==> config.mk <==
export PLATFORM = sky130hd
export DESIGN_NAME = peg_l2_rs_rmii_tx
export DESIGN_NICKNAME = d
export VERILOG_FILES = /design/src/rtl/peg_l2_pkg.sv /design/src/rtl/peg_l2_rs_rmii_tick_gen.sv /design/src/rtl/peg_l2_rs_rmii_tx.sv
export SDC_FILE = /design/constraint.sdc
export NUM_CORES = 1
export LEC_CHECK = 0
export ABC_AREA = 1
export CORE_ASPECT_RATIO = 0.75
export CORE_MARGIN = 2
export CORE_UTILIZATION = 35
export CTS_CLUSTER_SIZE = 30
export DETAILED_ROUTE_END_ITERATION = 8
export MAX_ROUTING_LAYER = met4
export PLACE_DENSITY = 0.55
export SYNTH_ARGS = -nofsm -noshare
export SYNTH_HDL_FRONTEND = slang
export SYNTH_SLANG_ARGS = --single-unit
==> constraint.sdc <==
create_clock -name ref_clk -period 3 [get_ports ref_clk]
set_input_delay 0.9 -clock ref_clk [delete_from_list [all_inputs] [get_ports ref_clk]]
set_output_delay 0.9 -clock ref_clk [all_outputs]
set_load 0.01 [all_outputs]
==> src/rtl/peg_l2_pkg.sv <==
// Shared layer-2 constants and helpers for the RMII reconciliation sublayer.
package peg_l2_pkg;

    // Seven preamble octets followed by the start-of-frame delimiter, sent LSB first.
    localparam logic [55:0] PREAMBLE_VALUE    = 56'h55_5555_5555_5555;
    localparam logic [7:0]  SFD_VALUE         = 8'hD5;

    // Default minimum inter-frame gap in bytes.
    localparam int          IFG_BYTES_DEFAULT = 12;

    // Index of the last dibit of a word holding nbytes valid bytes (0 means 8).
    // The 5-bit wrap of 0 - 1 gives 31, which is exactly the full-word case.
    function automatic logic [4:0] last_dibit_idx(input logic [2:0] nbytes);
        return {nbytes, 2'b00} - 5'd1;
    endfunction

endpackage

==> src/rtl/peg_l2_rs_rmii_tick_gen.sv <==
// Dibit strobe for RMII: every ref_clk at 100 Mbps, every tenth ref_clk at 10 Mbps.
// Shared by the TX and RX sides of the reconciliation sublayer.
module peg_l2_rs_rmii_tick_gen (
    input  logic clk,
    input  logic rst_n,
    input  logic speed,
    input  logic enable,
    output logic tick
);

    logic [3:0] cnt_r;

    // Divide-by-ten counter, parked at zero while disabled or running at full rate
    always_ff @(posedge clk or negedge rst_n) begin
        if (!rst_n) begin
            cnt_r <= 4'd0;
        end else if (!enable || speed) begin
            cnt_r <= 4'd0;
        end else if (cnt_r == 4'd9) begin
            cnt_r <= 4'd0;
        end else begin
            cnt_r <= cnt_r + 4'd1;
        end
    end

    // Decoded straight from the counter register, so it is glitch-free
    assign tick = enable & (speed | (cnt_r == 4'd9));

endmodule

==> src/rtl/peg_l2_rs_rmii_tx.sv <==
// RMII transmit reconciliation sublayer: serialises packet words into dibits,
// prefixes preamble/SFD, enforces the inter-frame gap and flags underruns.
module peg_l2_rs_rmii_tx
    import peg_l2_pkg::*;
#(
    parameter int PKT_DATA_W = 64,
    parameter int IFG_BYTES  = IFG_BYTES_DEFAULT
) (
    input  logic                  ref_clk,
    input  logic                  rst_n,
    input  logic                  rs_mii_speed_100_n_10,
    input  logic                  valid,
    input  logic                  sop,
    input  logic                  eop,
    input  logic [2:0]            bytes,
    input  logic [PKT_DATA_W-1:0] data,
    input  logic                  error,
    output logic                  ready,
    output logic [1:0]            txd,
    output logic                  tx_en,
    output logic                  rs_tx_underrun
);

    typedef enum logic [1:0] {
        IDLE_S     = 2'd0,
        PREAMBLE_S = 2'd1,
        DATA_S     = 2'd2,
        IFG_S      = 2'd3
    } state_t;

    localparam logic [63:0] PREAMBLE_WORD = {SFD_VALUE, PREAMBLE_VALUE};
    localparam logic [15:0] IFG_LAST      = 16'(IFG_BYTES * 4 - 1);

    state_t                  state_r, state_nxt_s;
    logic [4:0]              dib_r, dib_nxt_s, dib_inc_s;
    logic [15:0]             ifg_r, ifg_nxt_s;
    logic [PKT_DATA_W-1:0]   hold_data_r, hold_data_nxt_s;
    logic                    hold_eop_r, hold_eop_nxt_s;
    logic [2:0]              hold_bytes_r, hold_bytes_nxt_s;
    logic                    spd_r, spd_nxt_s;
    logic [1:0]              txd_r, txd_nxt_s;
    logic                    tx_en_r, tx_en_nxt_s;
    logic                    idle_rdy_r, idle_rdy_nxt_s;
    logic                    underrun_r, underrun_nxt_s;
    logic                    tick_s, tick_en_s;
    logic [4:0]              word_last_s;
    logic                    last_dibit_s;
    logic                    unused_s;

    // RMII has no TX_ER, so the upstream error flag is deliberately dropped.
    assign unused_s = error;

    // The speed used for the whole frame is the one captured at sop.
    assign tick_en_s = (state_r != IDLE_S);

    peg_l2_rs_rmii_tick_gen u_tick_gen (
        .clk    (ref_clk),
        .rst_n  (rst_n),
        .speed  (spd_r),
        .enable (tick_en_s),
        .tick   (tick_s)
    );

    assign dib_inc_s    = dib_r + 5'd1;
    assign word_last_s  = hold_eop_r ? last_dibit_idx(hold_bytes_r) : 5'd31;
    assign last_dibit_s = (dib_r == word_last_s);

    // Idle readiness is registered; the mid-frame request is a one-cycle decode of
    // registered state so it lines up with the tick of the word's last dibit.
    assign ready = idle_rdy_r | ((state_r == DATA_S) & tick_s & last_dibit_s & ~hold_eop_r);

    assign txd            = txd_r;
    assign tx_en          = tx_en_r;
    assign rs_tx_underrun = underrun_r;

    // State and datapath registers; reset returns straight to idle with the line quiet
    always_ff @(posedge ref_clk or negedge rst_n) begin
        if (!rst_n) begin
            state_r      <= IDLE_S;
            dib_r        <= 5'd0;
            ifg_r        <= 16'd0;
            hold_data_r  <= '0;
            hold_eop_r   <= 1'b0;
            hold_bytes_r <= 3'd0;
            spd_r        <= 1'b0;
            txd_r        <= 2'b00;
            tx_en_r      <= 1'b0;
            idle_rdy_r   <= 1'b0;
            underrun_r   <= 1'b0;
        end else begin
            state_r      <= state_nxt_s;
            dib_r        <= dib_nxt_s;
            ifg_r        <= ifg_nxt_s;
            hold_data_r  <= hold_data_nxt_s;
            hold_eop_r   <= hold_eop_nxt_s;
            hold_bytes_r <= hold_bytes_nxt_s;
            spd_r        <= spd_nxt_s;
            txd_r        <= txd_nxt_s;
            tx_en_r      <= tx_en_nxt_s;
            idle_rdy_r   <= idle_rdy_nxt_s;
            underrun_r   <= underrun_nxt_s;
        end
    end

    // Next-state and next-output decode for the transmit sequencer
    always_comb begin
        state_nxt_s      = state_r;
        dib_nxt_s        = dib_r;
        ifg_nxt_s        = ifg_r;
        hold_data_nxt_s  = hold_data_r;
        hold_eop_nxt_s   = hold_eop_r;
        hold_bytes_nxt_s = hold_bytes_r;
        spd_nxt_s        = spd_r;
        txd_nxt_s        = txd_r;
        tx_en_nxt_s      = tx_en_r;
        idle_rdy_nxt_s   = idle_rdy_r;
        underrun_nxt_s   = 1'b0;

        case (state_r)
            IDLE_S: begin
                idle_rdy_nxt_s = 1'b1;
                if (idle_rdy_r && valid && sop) begin
                    hold_data_nxt_s  = data;
                    hold_eop_nxt_s   = eop;
                    hold_bytes_nxt_s = bytes;
                    spd_nxt_s        = rs_mii_speed_100_n_10;
                    dib_nxt_s        = 5'd0;
                    txd_nxt_s        = PREAMBLE_WORD[1:0];
                    tx_en_nxt_s      = 1'b1;
                    idle_rdy_nxt_s   = 1'b0;
                    state_nxt_s      = PREAMBLE_S;
                end else begin
                    // Words without sop are accepted here and simply discarded.
                    txd_nxt_s   = 2'b00;
                    tx_en_nxt_s = 1'b0;
                end
            end

            PREAMBLE_S: begin
                if (tick_s && (dib_r == 5'd31)) begin
                    dib_nxt_s   = 5'd0;
                    txd_nxt_s   = hold_data_r[1:0];
                    state_nxt_s = DATA_S;
                end else if (tick_s) begin
                    dib_nxt_s = dib_inc_s;
                    txd_nxt_s = PREAMBLE_WORD[{dib_inc_s, 1'b0} +: 2];
                end else begin
                    dib_nxt_s = dib_r;
                end
            end

            DATA_S: begin
                if (tick_s && last_dibit_s) begin
                    if (hold_eop_r) begin
                        txd_nxt_s   = 2'b00;
                        tx_en_nxt_s = 1'b0;
                        ifg_nxt_s   = 16'd0;
                        state_nxt_s = IFG_S;
                    end else if (valid && !sop) begin
                        // Next word continues on the very next dibit slot.
                        hold_data_nxt_s  = data;
                        hold_eop_nxt_s   = eop;
                        hold_bytes_nxt_s = bytes;
                        dib_nxt_s        = 5'd0;
                        txd_nxt_s        = data[1:0];
                    end else begin
                        // Missing word, or a stray sop mid-frame: abort the frame.
                        underrun_nxt_s = 1'b1;
                        txd_nxt_s      = 2'b00;
                        tx_en_nxt_s    = 1'b0;
                        ifg_nxt_s      = 16'd0;
                        state_nxt_s    = IFG_S;
                    end
                end else if (tick_s) begin
                    dib_nxt_s = dib_inc_s;
                    txd_nxt_s = hold_data_r[{dib_inc_s, 1'b0} +: 2];
                end else begin
                    dib_nxt_s = dib_r;
                end
            end

            IFG_S: begin
                txd_nxt_s   = 2'b00;
                tx_en_nxt_s = 1'b0;
                if (tick_s && (ifg_r == IFG_LAST)) begin
                    ifg_nxt_s      = 16'd0;
                    idle_rdy_nxt_s = 1'b1;
                    state_nxt_s    = IDLE_S;
                end else if (tick_s) begin
                    ifg_nxt_s = ifg_r + 16'd1;
                end else begin
                    ifg_nxt_s = ifg_r;
                end
            end

            default: begin
                txd_nxt_s      = 2'b00;
                tx_en_nxt_s    = 1'b0;
                idle_rdy_nxt_s = 1'b0;
                state_nxt_s    = IDLE_S;
            end
        endcase
    end

endmodule
==> results.md <==
- Run status: completed
- Avg Cell Area, Syn: 7.41 sq um
- CP Capture Type: output port
- Detail-routed via count per cell: 4.74
- TritonCTS clock tree: built
- Vias in the first global route: 4739
- Largest net degree at the start of global routing: 135
- Initial antenna violation count: 0
- Critical path fanouts, max: 2
- P_leak: 3.31 nW
- Drt first pass iters: 5
- Effective utilization at floorplan: 36.0%
- First-pass GRT wire length: 23600 um
- Synth Register Bits: 101
- DR WL/cell: 13.4 um
- Gp weighted congestion: 0.864
- Final Hold Fails: 0
- Ratio of cells with drive above 1 in the final layout: 6.08%
- Fillers: 1589
- Hold Path Depth: 2
- P_int: 2.13 mW
- Critical path data arrival time: 1960 ps
- I/O pin count: 79
- TritonCTS Buffers: 9
- Root Buffer: clkbuf_16
- Post-DP HPWL: 9810 um
- Layout Cells excl Fill: 1027
- Site Rows: 39
- Max-Slew Margin vs Limit: 48.8%
- Fin util: 44.5%
- Drt drc: 0
- Max Slew Vio Count: 0
- CP required: 2100 ps
- Hold-fix buffers, CTS: 0
- DRT iter0 DRCs: 374
- Core footprint: 15400 sq um
- DIE WIDTH: 149 um
- CP Launch Point: hold_bytes_r[0]
- RSZ-0062 raised after global routing: no
- Syn_nets: 832
- Total track usage: 18.1%
- Grt met2 use: 26.3%
- R2r worst-path depth: 15
- # Max-Cap Violations: 0
- Drt total wl: 13700 um
- Vias post-DR: 4869
- H-tree depth: 3
- Setup TNS: 0 ps
- Seq/Total Area, Yosys: 45.6%
- Final min period: 2860 ps
- Area grow syn2layout: 23.5%
- Worst-path clk slew: 70 ps
- Sw Share: 21.1%
- Sw Pwr: 0.570 mW
- # setup viols final: 0
- Worst hold path type: reg2reg
- Die Ht: 113 um
- Met1 Resource Use GR: 26.0%
- Synth cell types: 33
- Peak Freq: 349 MHz
- Port Buffer Count: 77
- Clock latency on the worst-skew pair: 350 ps
- GR Overflow Total: 0
- Post-route clock period utilization: 95.4%
- Tightest Pin Transition: 767 ps
- Top Usage Layer GRT: met2
- Inserted Diodes: 0
- Power Density: 394 nW/um^2
- Final ANT Viol Nets: 0
- CTS Buffer Depth: 2
- Worst Skew: 13.0 ps
- Worst r2r src: dib_r[0]
- Ys Warns: 0
- Final #Nets: 902
- Met3 Use GR: 3.35%
- Clock share of power: 44.0%
- Combinational Power Share: 5.5%
- Clock sinks: 101
- Die area: 16900 sq um
- Cell area after synthesis: 5540 sq um
- Worst Path Class, Setup: reg2out
- Min-delay src: hold_data_r[7]
- CP Launch Type: flip-flop
- Seq pwr share: 50.5%
- Syn Inst Count: 747
- IR drop worst, VDD: 239 uV
- Placed cells: 1010
## critical path, stage by stage, from the launching register on
cell	delay (ps)
dfrtp_1	350
inv_1	70
ha_1	300
nand2_1	60
a21boi_1	150
nand3_1	100
nor2_2	130
nand4_1	120
nand2_1	70
dlygate4sd2_1	270
## logic make-up (layout without fill, tap and decap cells)
kind of cell	count (synthesis)	after routing	share of synthesized area, %
buffers and inverters	143	218	10.4
AOI/OAI and AO/OA	129	129	12.8
adders and majority gates	11	11	2.49
xor gates and xnor gates	10	10	1.58
DFF	101	101	45.6
and+or+nand+nor	353	353	27.1
## per-stage QoR
step / worst slack [ps] / cell area (sq um) / total power, mW / hold slack (ps)
after floorplan: 694 / 5540 / 1.40 / 453
after global placement: 249 / 6530 / 1.54 / 470
after detailed placement: 206 / 6530 / 1.54 / 478
after CTS: 88.9 / 6830 / 2.75 / 496
after global routing: 12.2 / 6840 / 2.81 / 508
final: 138 / 6840 / 2.70 / 489
## what timing repair did
item,4_1_cts,5_1_grt
gates cloned,0,0
endpoints found under the setup margin,1,1
setup buffers,0,1
gates resized for setup,1,2
## registers in the layout, indices dropped and copies added (netlist names)
register and flops:
dib_r 5, hold_bytes_r 3, state_r 2, hold_eop_r 1
spd_r 1, idle_rdy_r 1, txd 2, u_tick_gen.cnt_r 4
ifg_r 16, tx_en 1, hold_data_r 64, rs_tx_underrun 1
## synthesized netlist by cell type, drive strengths merged
| cell | instances | area share, % |
|---|---|---|
| nand4 | 10 | 1.4 |
| a21boi | 1 | 0.14 |
| inv | 111 | 7.5 |
| nor3 | 2 | 0.18 |
| nor2 | 48 | 3.3 |
| nand2 | 212 | 15 |
| nand3b | 3 | 0.41 |
| nor3b | 1 | 0.14 |
| clkbuf | 17 | 1.2 |
| o21a | 3 | 0.41 |
| nor4 | 3 | 0.34 |
| xnor2 | 1 | 0.16 |
| buf | 15 | 1.7 |
| dfrtp | 101 | 46 |
| o21ai | 90 | 8.1 |
| o41ai | 1 | 0.16 |
| a21oi | 26 | 2.9 |
| or2 | 2 | 0.23 |
| o211ai | 2 | 0.27 |
| o31ai | 5 | 0.68 |
| nand3 | 72 | 6.5 |
| o22ai | 1 | 0.11 |
| ha | 11 | 2.5 |
| xor2 | 9 | 1.4 |
## placed cells by master (no fill, tap or decap), drive strengths merged, types with 2 or more instances in the layout
cell,synthesis,routed
dfrtp,101,101
clkbuf,17,10
o211ai,2,2
nor4,3,3
a21oi,26,26
o21a,3,3
clkinvlp,0,2
nand2,212,212
nor2,48,48
nand4,10,10
xor2,9,9
nand3,72,72
nor3,2,2
buf,15,15
o21ai,90,90
o31ai,5,5
inv,111,113
ha,11,11
clkdlybuf4s50,0,75
nand3b,3,3
or2,2,2
## worst paths after layout
path | slack [ps] | endpoint
max | 140 | ready
min | 490 | hold_data_r[7]
max reg2reg | 320 | txd[1]
min reg2reg | 490 | hold_data_r[7]
max in group asynchronous | 1730 | hold_eop_r
min in group asynchronous | 610 | hold_data_r[31]
## layout make-up
class                   instances  area, sq um  area share, %
flip-flops and latches        101         2530           36.9
multi-input cells             503         2440           35.6
repair buffers                 91          897           13.1
inverters                     111          417           6.09
well taps                     205          256           3.75
clock buffers                  10          239           3.49
clock inverters                 6         67.6          0.988
## power groups by stage
stage	combinational [mW]	sequential, mW	clock [mW]
after global placement	0.151	1.39	0
after CTS	0.153	1.36	1.24
after detailed placement	0.152	1.39	0
final	0.148	1.36	1.19
after floorplan	0.0159	1.39	0
after global routing	0.165	1.36	1.28
## per-layer routing
layer  up-vias  wire, um
met2        95      5970
met1      2254      7150
met4         0       128
met5         -         0
li1       2514         -
met3         6       503
No activity file was read; power rests on OpenSTA's default activity.
